==> config.mk <==
export PLATFORM = sky130hd
export DESIGN_NAME = motion_sensor_frontend
export DESIGN_NICKNAME = d
export VERILOG_FILES = /design/src/rtl/motion_sensor_frontend.sv
export SDC_FILE = /design/constraint.sdc
export NUM_CORES = 1
export LEC_CHECK = 0
export CELL_PAD_IN_SITES_DETAIL_PLACEMENT = 0
export CELL_PAD_IN_SITES_GLOBAL_PLACEMENT = 2
export CORE_AREA = 4 4 60 62
export CTS_CLUSTER_SIZE = 24
export DETAILED_ROUTE_END_ITERATION = 7
export DIE_AREA = 0 0 64 66
export GPL_ROUTABILITY_DRIVEN = 1
export GPL_TIMING_DRIVEN = 0
export PLACE_DENSITY_LB_ADDON = 0.1
export SYNTH_ARGS = -nofsm -noshare
export SYNTH_HDL_FRONTEND = slang
export SYNTH_SLANG_ARGS = --single-unit
==> constraint.sdc <==
create_clock -name clk -period 2 [get_ports clk]
set_input_delay 0.4 -clock clk [delete_from_list [all_inputs] [get_ports clk]]
set_output_delay 0.4 -clock clk [all_outputs]
set_load 0.05 [all_outputs]
==> src/rtl/motion_sensor_frontend.sv <==
// PIR sensor conditioning: 2-flop sync, debounce, post-release hold-off, onset pulse.
// Optional saturating event counter enabled by defining MOTION_EVENT_CNT_EN.
//
// state   | meaning
// IDLE    | waiting for synced input high
// QUALIFY | counting consecutive high samples
// ACTIVE  | motion qualified, motion_detected high
// HOLDOFF | input ignored after release
module motion_sensor_frontend #(
  parameter int DEBOUNCE_CYCLES = 4,
  parameter int HOLDOFF_CYCLES  = 8,
  parameter int CNT_W           = 16
) (
  input  logic             clk,
  input  logic             rst_n,
  input  logic             pir_raw,
  output logic             motion_detected,
  output logic             motion_pulse,
  output logic [CNT_W-1:0] event_count
);

  localparam int MAX_CYC = (DEBOUNCE_CYCLES > HOLDOFF_CYCLES) ? DEBOUNCE_CYCLES : HOLDOFF_CYCLES;
  localparam int CW      = $clog2(MAX_CYC + 1);

  localparam logic [CW-1:0] DEB_TERM = CW'(DEBOUNCE_CYCLES);
  localparam logic [CW-1:0] HOL_TERM = CW'(HOLDOFF_CYCLES);
  localparam logic [CW-1:0] CNT_ONE  = CW'(1);

  localparam logic [1:0] IDLE    = 2'd0;
  localparam logic [1:0] QUALIFY = 2'd1;
  localparam logic [1:0] ACTIVE  = 2'd2;
  localparam logic [1:0] HOLDOFF = 2'd3;

  logic          s1_q, s2_q;
  logic [1:0]    state_q, state_d;
  logic [CW-1:0] cnt_q, cnt_d;
  logic          det_q, det_d;
  logic          pulse_q, pulse_d;

  always_ff @(posedge clk) begin
    if (!rst_n) begin
      s1_q <= 1'b0;
      s2_q <= 1'b0;
    end else begin
      s1_q <= pir_raw;
      s2_q <= s1_q;
    end
  end

  always_comb begin
    state_d = state_q;
    cnt_d   = cnt_q;
    det_d   = det_q;
    pulse_d = 1'b0;
    case (state_q)
      IDLE: begin
        if (s2_q) begin
          if (DEBOUNCE_CYCLES == 1) begin
            state_d = ACTIVE;
            cnt_d   = '0;
            det_d   = 1'b1;
            pulse_d = 1'b1;
          end else begin
            state_d = QUALIFY;
            cnt_d   = CNT_ONE;
          end
        end
      end
      QUALIFY: begin
        if (!s2_q) begin
          state_d = IDLE;
          cnt_d   = '0;
        end else if (cnt_q + CNT_ONE == DEB_TERM) begin
          state_d = ACTIVE;
          cnt_d   = '0;
          det_d   = 1'b1;
          pulse_d = 1'b1;
        end else begin
          cnt_d = cnt_q + CNT_ONE;
        end
      end
      ACTIVE: begin
        det_d = 1'b1;
        if (!s2_q) begin
          state_d = (HOLDOFF_CYCLES == 0) ? IDLE : HOLDOFF;
          cnt_d   = '0;
          det_d   = 1'b0;
        end
      end
      HOLDOFF: begin
        det_d = 1'b0;
        if (cnt_q + CNT_ONE == HOL_TERM) begin
          state_d = IDLE;
          cnt_d   = '0;
        end else begin
          cnt_d = cnt_q + CNT_ONE;
        end
      end
      default: begin
        state_d = IDLE;
        cnt_d   = '0;
        det_d   = 1'b0;
      end
    endcase
  end

  always_ff @(posedge clk) begin
    if (!rst_n) begin
      state_q <= IDLE;
      cnt_q   <= '0;
      det_q   <= 1'b0;
      pulse_q <= 1'b0;
    end else begin
      state_q <= state_d;
      cnt_q   <= cnt_d;
      det_q   <= det_d;
      pulse_q <= pulse_d;
    end
  end

  assign motion_detected = det_q;
  assign motion_pulse    = pulse_q;

`ifdef MOTION_EVENT_CNT_EN
  logic [CNT_W-1:0] evt_q;

  // Saturates at all-ones; only reset clears it.
  always_ff @(posedge clk) begin
    if (!rst_n) begin
      evt_q <= '0;
    end else if (pulse_q && (evt_q != {CNT_W{1'b1}})) begin
      evt_q <= evt_q + CNT_W'(1);
    end
  end

  assign event_count = evt_q;
`else
  assign event_count = '0;
`endif

endmodule

==> tab_implementation.tex, run 1 <==
\begin{tabular}{lr}
\hline
Metric & Value \\
\hline
\multicolumn{2}{l}{\textbf{Outcome}} \\
\quad Run status & completed \\
\multicolumn{2}{l}{\textbf{Critical path}} \\
\quad Endpoint required time on the critical path & 2.15 ns \\
\quad Worst Path Arrival & 2.01 ns \\
\quad Start of the worst register-to-register path & cnt\_q[0]\$\_SDFFE\_PN0P\_ \\
\quad Critical Path End Type & flip-flop \\
\quad Type of element launching the critical path & flip-flop \\
\quad Crit path kind & reg2reg \\
\quad First element of the critical path & cnt\_q[0]\$\_SDFFE\_PN0P\_ \\
\quad Highest fanout seen on the critical path & 9 \\
\multicolumn{2}{l}{\textbf{Drt}} \\
\quad Iteration-0 DRC count of the detailed router & 29 \\
\quad Total wire length after detailed routing & 1561 um \\
\quad Wire length per cell after detailed routing & 9.943 um \\
\quad Post-DR vias/cell & 3.917 \\
\quad Detail Route Antenna Nets & 0 \\
\quad Total vias in the final route & 615 \\
\quad DR pass1 iterations & 4 \\
\quad Final routed DRC violation total & 0 \\
\multicolumn{2}{l}{\textbf{Pwr}} \\
\quad Switching power of the nets & roughly 0.15 mW \\
\quad Sequential power share & 0.452 \\
\quad Pwr Density & 499.9 nW/um2 \\
\quad Internal power & 0.3025 mW \\
\quad Proportion of total power due to net switching & 0.3347 \\
\quad Lkg Pwr & 0.4028 nW \\
\quad Maximum VDD drop & between 200 and 300 uV \\
\quad Share of total power in combinational logic & 0.243 \\
\quad Fraction of power consumed by the clock network & 0.305 \\
\multicolumn{2}{l}{\textbf{Flow run}} \\
\quad Max-Cap Viols & 0 \\
\multicolumn{2}{l}{\textbf{Clock network}} \\
\quad Clk buf depth & 2 \\
\quad Clock slew at reported path FFs & 0.07 ns \\
\quad Number of levels in the clock H-tree & 1 \\
\quad Clock network latency to the later pin of the worst-skew pair & 0.26 ns \\
\quad Cts hold-fix bufs & 0 \\
\quad Number of buffers created by CTS & 3 \\
\quad Resized cells post-CTS & 0 \\
\quad Root Driver & sky130\_fd\_sc\_hd\_\_clkbuf\_4 \\
\quad Clock tree from TritonCTS & done \\
\quad Sinks on Clock Net & 10 \\
\quad Number of setup buffers added after CTS & 0 \\
\multicolumn{2}{l}{\textbf{Cells and area}} \\
\quad Diode count & 0 \\
\quad Final instance count without filler cells & 157 \\
\quad Layout filler cell count & 336 \\
\quad Synthesis-to-finish area growth & 23.64\% \\
\quad Net count of the finished layout & 120 \\
\quad Share of cells above drive strength 1 & 0.2035 \\
\multicolumn{2}{l}{\textbf{Synth}} \\
\quad Post-Synthesis Cell Area & roughly 740 um2 \\
\quad Ys async rst share & 0 \\
\quad Largest cells by area after synthesis & sky130\_fd\_sc\_hd\_\_dfxtp\_1 27\%, sky130\_fd\_sc\_hd\_\_buf\_4 16\%, sky130\_fd\_sc\_hd\_\_xnor2\_1 3.6\% \\
\quad Netlist cell types & 34 \\
\quad EDFF count, synth & 0 \\
\quad Number of standard cells after synthesis & between 90 and 100 \\
\quad Dominant cell by count in the synthesized netlist & sky130\_fd\_sc\_hd\_\_buf\_4 \\
\quad Area share of the leading cell type in the synthesized netlist & 0.2721 \\
\quad Synthesized area per cell & 8.085 um2 \\
\quad Most numerous cell types in the synthesized netlist & 16 x sky130\_fd\_sc\_hd\_\_buf\_4, 10 x sky130\_fd\_sc\_hd\_\_dfxtp\_1, 6 x sky130\_fd\_sc\_hd\_\_nand2\_1, 5 x sky130\_fd\_sc\_hd\_\_nand3\_1 \\
\quad Number of flip-flops and latches in the synthesized netlist & 10 \\
\quad YS warnings & 0 \\
\quad Ys flop type & sky130\_fd\_sc\_hd\_\_dfxtp\_1 \\
\quad Cell type contributing the most total cell area after synthesis & sky130\_fd\_sc\_hd\_\_dfxtp\_1 \\
\quad Portion of the post-synthesis area used by sequential elements & 0.2721 \\
\multicolumn{2}{l}{\textbf{Placed design}} \\
\quad Cell count after placement & about 150 \\
\quad Number of input and output port buffers inserted & 4 \\
\quad Post-detailed-placement half-perimeter wirelength & 1186 um \\
\quad Final Wtd Congestion & roughly 0.74 \\
\multicolumn{2}{l}{\textbf{STA}} \\
\quad Summed negative setup slack over all endpoints & 0 ns \\
\quad Final worst path period share & 0.9306 \\
\quad Final hold violation count & 0 \\
\quad Post-route worst hold slack & 0.4390 ns \\
\quad Final critical path time including I/O delays and setup & 1.861 ns \\
\quad Slew margin rel. & 0.6663 \\
\quad Worst Tran Pin Value & 0.4991 ns \\
\quad Upper clock frequency limit & 0.5373 GHz \\
\quad Worst Skew & 0.003173 ns \\
\quad Final setup violation count & 0 \\
\quad Number of slew-limit violations in the final report & 0 \\
\quad Setup repair after global routing missed its margin & false \\
\multicolumn{2}{l}{\textbf{Die}} \\
\quad Area of the placeable core & 3028 um2 \\
\quad Area enclosed by the die boundary & about 4200 um2 \\
\quad Number of top-level design ports & 21 \\
\quad Die outline height & 66 um \\
\quad Die Span X & 64 um \\
\quad Initial standard-cell utilization of the core & 0.2430 \\
\quad Number of placement rows & 20 \\
\multicolumn{2}{l}{\textbf{Global routing}} \\
\quad Vias in the first global route & about 560 \\
\quad Global-route wire length before repair & 2704 um \\
\quad Total Routing Usage GR & 0.08462 \\
\quad Antenna violations before repair & 0 \\
\quad Largest net degree at the start of global routing & 11 \\
\quad Total gr overflow & 0 \\
\multicolumn{2}{l}{\textbf{Min path}} \\
\quad Start point of the worst hold path & s1\_q\$\_SDFF\_PN0\_ \\
\quad Type of the tightest min-delay check & reg2reg \\
\hline
\end{tabular}
==> stage by stage <==
| step | utilization | power, mW | setup WS (ns) | instance area, um2 |
|---|---|---|---|---|
| after floorplan | - | 0.3109 | 0.4260 | 792.0 |
| after global placement | 0.2930 | 0.3198 | 0.08390 | 887.1 |
| after detailed placement | 0.2930 | 0.3194 | 0.1168 | 887.1 |
| after CTS | 0.3004 | 0.4575 | 0.1340 | 909.6 |
| after global routing | 0.3004 | 0.4825 | 0.003446 | 909.6 |
| final | 0.3004 | 0.4548 | 0.1387 | 909.6 |
==> power by group through the flow <==
stage	logic, mW	clock network, mW	registers (mW)
floorplan	0.102	0	0.209
global placement	0.110	0	0.210
detailed placement	0.109	0	0.210
CTS	0.109	0.143	0.206
global route	0.117	0.159	0.206
finish	0.110	0.139	0.206
==> final timing paths <==
kind / end / slack (ns) / depth (start not counted)
setup reg to reg: motion_detected$_SDFFE_PN0P_ / 0.14 / 6
hold reg to reg: s2_q$_SDFF_PN0_ / 0.44 / 1
hold / removal: s2_q$_SDFF_PN0_ / 0.44 / 1
setup / recovery: motion_detected$_SDFFE_PN0P_ / 0.14 / 6
==> cells by family after synthesis <==
group	count (synthesis)	share of synthesized area
DFF	10	0.2721
and+or+nand+nor	30	0.2245
muxes	2	0.02721
other	1	0.005097
buffers and inverters	24	0.2058
adders and majority gates	2	0.03401
AOI/OAI and AO/OA	19	0.1956
xor gates and xnor gates	3	0.03572
==> worst max-delay path, cell delays in order (launching register included) <==
cell,delay [ns]
sky130_fd_sc_hd__dfxtp_1,0.47
sky130_fd_sc_hd__ha_1,0.18
sky130_fd_sc_hd__buf_2,0.19
sky130_fd_sc_hd__and4b_1,0.22
sky130_fd_sc_hd__a31oi_2,0.26
sky130_fd_sc_hd__nor2_1,0.12
sky130_fd_sc_hd__o31a_1,0.30
==> per-layer routing <==
metal	routed length, um	up-vias	track usage	part of all wire
li1	-	331	-	-
met1	798	269	0.1160	0.51
met2	681	13	0.1187	0.44
met3	63	2	0.02041	0.040
met4	17	0	0.04852	0.011
met5	0	-	0	0
==> cell usage in the layout (no fill, tap or decap), drive strengths merged, types with 2 or more instances in the layout <==
cell / instances
a31oi: 4
and2: 3
and3: 3
buf: 17
clkbuf: 7
clkdlybuf4s50: 4
conb: 16
dfxtp: 10
ha: 2
inv: 3
mux2i: 2
nand2: 6
nand3: 5
nor2: 4
nor2b: 2
nor3: 2
o211ai: 2
o21ai: 4
or3: 2
xnor2: 3
==> cell type report <==
class | count | area (um2) | area share
tap | 44 | 55.05 | 0.06052
multi-input combinational | 72 | 440.4 | 0.4842
sequential | 10 | 200.2 | 0.2201
inverter | 3 | 11.26 | 0.01238
timing repair buffer | 4 | 40.04 | 0.04402
clock buffer | 3 | 22.52 | 0.02476
buffer | 21 | 140.1 | 0.1541
==> registers in the layout, summed over array words and instances, names as in the netlist, named ones only <==
signal	flops
state_q	1
s2_q	1
motion_detected	1
cnt_q	4
s1_q	1
motion_pulse	1
Power figures use the tool's default switching activity.
==> run 2, diff against run 1 <==
Settings changed: CORE_AREA 4 4 60 62 to 2 2 57 59, DIE_AREA 0 0 64 66 to 0 0 59 61.
==> run 2 against run 1 <==
  * Register-to-register slack better by 0.03 ns
  * Critical endpoint unchanged
  * Critical path type unchanged
  * Critical path depth did not move
  * Via count is 0.65% lower
  * Largest power group unchanged
  * Fmax rose by 1.5%
==> tab_implementation.tex, run 2 (synthesis results as in run 1) <==
\begin{tabular}{lr}
\hline
Metric & Value \\
\hline
\multicolumn{2}{l}{\textbf{Critical path}} \\
\quad Critical path's slowest cell & sky130\_fd\_sc\_hd\_\_dfxtp\_1 \\
\quad R2R Setup Slk & about 0.17 ns \\
\quad Critical Path End Type & flip-flop \\
\quad Start of the worst register-to-register path & cnt\_q[0]\$\_SDFFE\_PN0P\_ \\
\quad Endpoint required time on the critical path & 2.15 ns \\
\quad Highest fanout seen on the critical path & 9 \\
\quad Cell count along the critical path & 6 \\
\quad Cells on worst reg2reg path & 6 \\
\quad Crit path kind & reg2reg \\
\quad Worst path cell trace & ha\_1 > buf\_2 > and4b\_1 > a31oi\_2 > nor2\_1 > o31a\_1 \\
\quad Crit Reg-Reg Endpoint & motion\_detected\$\_SDFFE\_PN0P\_ \\
\quad Dominant delay contributor by cell family on the critical path & compound AO/OA/AOI/OAI gates \\
\quad Type of element launching the critical path & flip-flop \\
\quad Longest individual stage delay on the worst path & 0.47 ns \\
\quad Worst Path Arrival & 1.99 ns \\
\quad Critical path buffers and inverters & 1 \\
\multicolumn{2}{l}{\textbf{Die}} \\
\quad Die Span X & around 59 um \\
\quad Die outline height & 61 um \\
\quad Area enclosed by the die boundary & between 3000 and 4000 um2 \\
\quad Initial standard-cell utilization of the core & 0.2492 \\
\quad Number of top-level design ports & 21 \\
\quad Number of placement rows & 20 \\
\quad Area of the placeable core & between 2000 and 3000 um2 \\
\multicolumn{2}{l}{\textbf{Drt}} \\
\quad Total vias in the final route & 611 \\
\quad Wire length per cell after detailed routing & between 10 and 15 um \\
\quad Detail Route Antenna Nets & 0 \\
\quad Total wire length after detailed routing & 1581 um \\
\quad DR pass1 iterations & 4 \\
\quad Post-DR vias/cell & about 4.2 \\
\quad Final routed DRC violation total & 0 \\
\quad Iteration-0 DRC count of the detailed router & 22 \\
\multicolumn{2}{l}{\textbf{Placed design}} \\
\quad Post-detailed-placement half-perimeter wirelength & 1202 um \\
\quad Final Wtd Congestion & between 0.7 and 0.8 \\
\quad Cell count after placement & approximately 140 \\
\quad Number of input and output port buffers inserted & 4 \\
\multicolumn{2}{l}{\textbf{STA}} \\
\quad Setup repair after global routing missed its margin & false \\
\quad Slew margin rel. & 0.6636 \\
\quad Final critical path time including I/O delays and setup & 1.834 ns \\
\quad Upper clock frequency limit & around 0.55 GHz \\
\quad Final worst path period share & 0.9172 \\
\quad Post-route worst hold slack & 0.4369 ns \\
\quad Worst Tran Pin Value & around 0.50 ns \\
\quad Number of slew-limit violations in the final report & 0 \\
\quad Summed negative setup slack over all endpoints & 0 ns \\
\quad Worst Skew & 0.001072 ns \\
\quad Final hold violation count & 0 \\
\quad Final setup violation count & 0 \\
\multicolumn{2}{l}{\textbf{Cells and area}} \\
\quad Final instance count without filler cells & 146 \\
\quad Synthesis-to-finish area growth & 21.77\% \\
\quad Share of cells above drive strength 1 & 0.2035 \\
\quad Diode count & 0 \\
\quad Layout filler cell count & 332 \\
\quad Most frequent cells in the layout & 16 x sky130\_fd\_sc\_hd\_\_buf\_4, 16 x sky130\_fd\_sc\_hd\_\_conb\_1, 10 x sky130\_fd\_sc\_hd\_\_dfxtp\_1 \\
\quad Net count of the finished layout & 120 \\
\quad Register bank with the most flops & cnt\_q \\
\quad Largest register FFs & 4 \\
\multicolumn{2}{l}{\textbf{Clock network}} \\
\quad Root Driver & sky130\_fd\_sc\_hd\_\_clkbuf\_4 \\
\quad Clock tree from TritonCTS & done \\
\quad Number of buffers created by CTS & 3 \\
\quad Number of levels in the clock H-tree & 1 \\
\quad Sinks on Clock Net & 10 \\
\quad Number of setup buffers added after CTS & 0 \\
\quad Cts hold-fix bufs & 0 \\
\quad Clock slew at reported path FFs & around 0.06 ns \\
\quad Clk buf depth & 2 \\
\quad Clock network latency to the later pin of the worst-skew pair & about 0.26 ns \\
\quad Resized cells post-CTS & 0 \\
\multicolumn{2}{l}{\textbf{Global routing}} \\
\quad Total Routing Usage GR & 0.1008 \\
\quad Total gr overflow & 0 \\
\quad Antenna violations before repair & 0 \\
\quad Vias in the first global route & roughly 580 \\
\quad Largest net degree at the start of global routing & 11 \\
\quad Global-route wire length before repair & about 2700 um \\
\multicolumn{2}{l}{\textbf{Flow run}} \\
\quad Max-Cap Viols & 0 \\
\multicolumn{2}{l}{\textbf{Pwr}} \\
\quad Sequential power share & 0.458 \\
\quad Total power of the final layout & between 0.4 and 0.5 mW \\
\quad Internal power & around 0.30 mW \\
\quad Proportion of total power due to net switching & 0.3275 \\
\quad Lkg Pwr & 0.4028 nW \\
\quad Switching power of the nets & 0.1473 mW \\
\quad Share of total power in combinational logic & 0.246 \\
\quad Fraction of power consumed by the clock network & 0.297 \\
\quad Maximum VDD drop & 181.2 uV \\
\quad Pwr Density & 502.0 nW/um2 \\
\multicolumn{2}{l}{\textbf{Min path}} \\
\quad Hold Path Depth & 1 \\
\quad Type of the tightest min-delay check & reg2reg \\
\quad Start point of the worst hold path & s1\_q\$\_SDFF\_PN0\_ \\
\quad Worst hold endpoint & s2\_q\$\_SDFF\_PN0\_ \\
\multicolumn{2}{l}{\textbf{Outcome}} \\
\quad Run status & completed \\
\hline
\end{tabular}
-- run 2: final cells by class --
| type | count | area (um2) | area share |
|---|---|---|---|
| flip-flops and latches | 10 | 200.2 | 0.2235 |
| plain buffers | 21 | 140.1 | 0.1564 |
| multi-input cells | 72 | 440.4 | 0.4916 |
| well taps | 33 | 41.29 | 0.04609 |
| repair buffers | 4 | 40.04 | 0.04469 |
| inverters | 3 | 11.26 | 0.01257 |
| clock buffers | 3 | 22.52 | 0.02514 |
-- run 2: power groups by stage --
| stage | logic [mW] | registers [mW] | clock network, mW |
|---|---|---|---|
| 2_1_floorplan | 0.102 | 0.209 | 0 |
| 3_3_place_gp | 0.110 | 0.210 | 0 |
| 4_1_cts | 0.109 | 0.206 | 0.147 |
| 5_1_grt | 0.118 | 0.206 | 0.152 |
| 3_5_place_dp | 0.109 | 0.210 | 0 |
| 6_report | 0.110 | 0.206 | 0.134 |
-- run 2: worst max-delay path by stage --
stage,from,endpoint,slack (ns)
6_report,cnt_q[0]$_SDFFE_PN0P_,motion_detected$_SDFFE_PN0P_,0.17
5_1_grt,cnt_q[0]$_SDFFE_PN0P_,motion_detected$_SDFFE_PN0P_,0.06
4_1_cts,cnt_q[0]$_SDFFE_PN0P_,motion_detected$_SDFFE_PN0P_,0.16
3_5_place_dp,rst_n,cnt_q[1]$_SDFFE_PN0P_,0.11
3_3_place_gp,rst_n,cnt_q[1]$_SDFFE_PN0P_,0.09
2_1_floorplan,cnt_q[1]$_SDFFE_PN0P_,motion_detected$_SDFFE_PN0P_,0.43
-- run 2: per-stage QoR --
step	setup slack, ns	util	instance area (um2)
5_1_grt	0.05841	0.3034	895.9
6_report	0.1657	0.3034	895.9
3_3_place_gp	0.09289	0.2958	873.3
2_1_floorplan	0.4260	-	792.0
4_1_cts	0.1564	0.3034	895.9
3_5_place_dp	0.1101	0.2958	873.3
-- run 2: layer usage --
metal	global-route usage	share of wire	routed length [um]	vias up
met5	0	0	0	-
met1	0.1403	0.52	824	266
met4	0.06494	0.0076	12	0
met2	0.1460	0.43	680	14
met3	0.01279	0.040	63	2
li1	-	-	-	329
==> run 3, diff against run 2 <==
Settings changed: SKIP_CTS_REPAIR_TIMING set to 1.
==> results of run 3 <==
No change in the layout: final DEF, timing and power equal those of run 2.
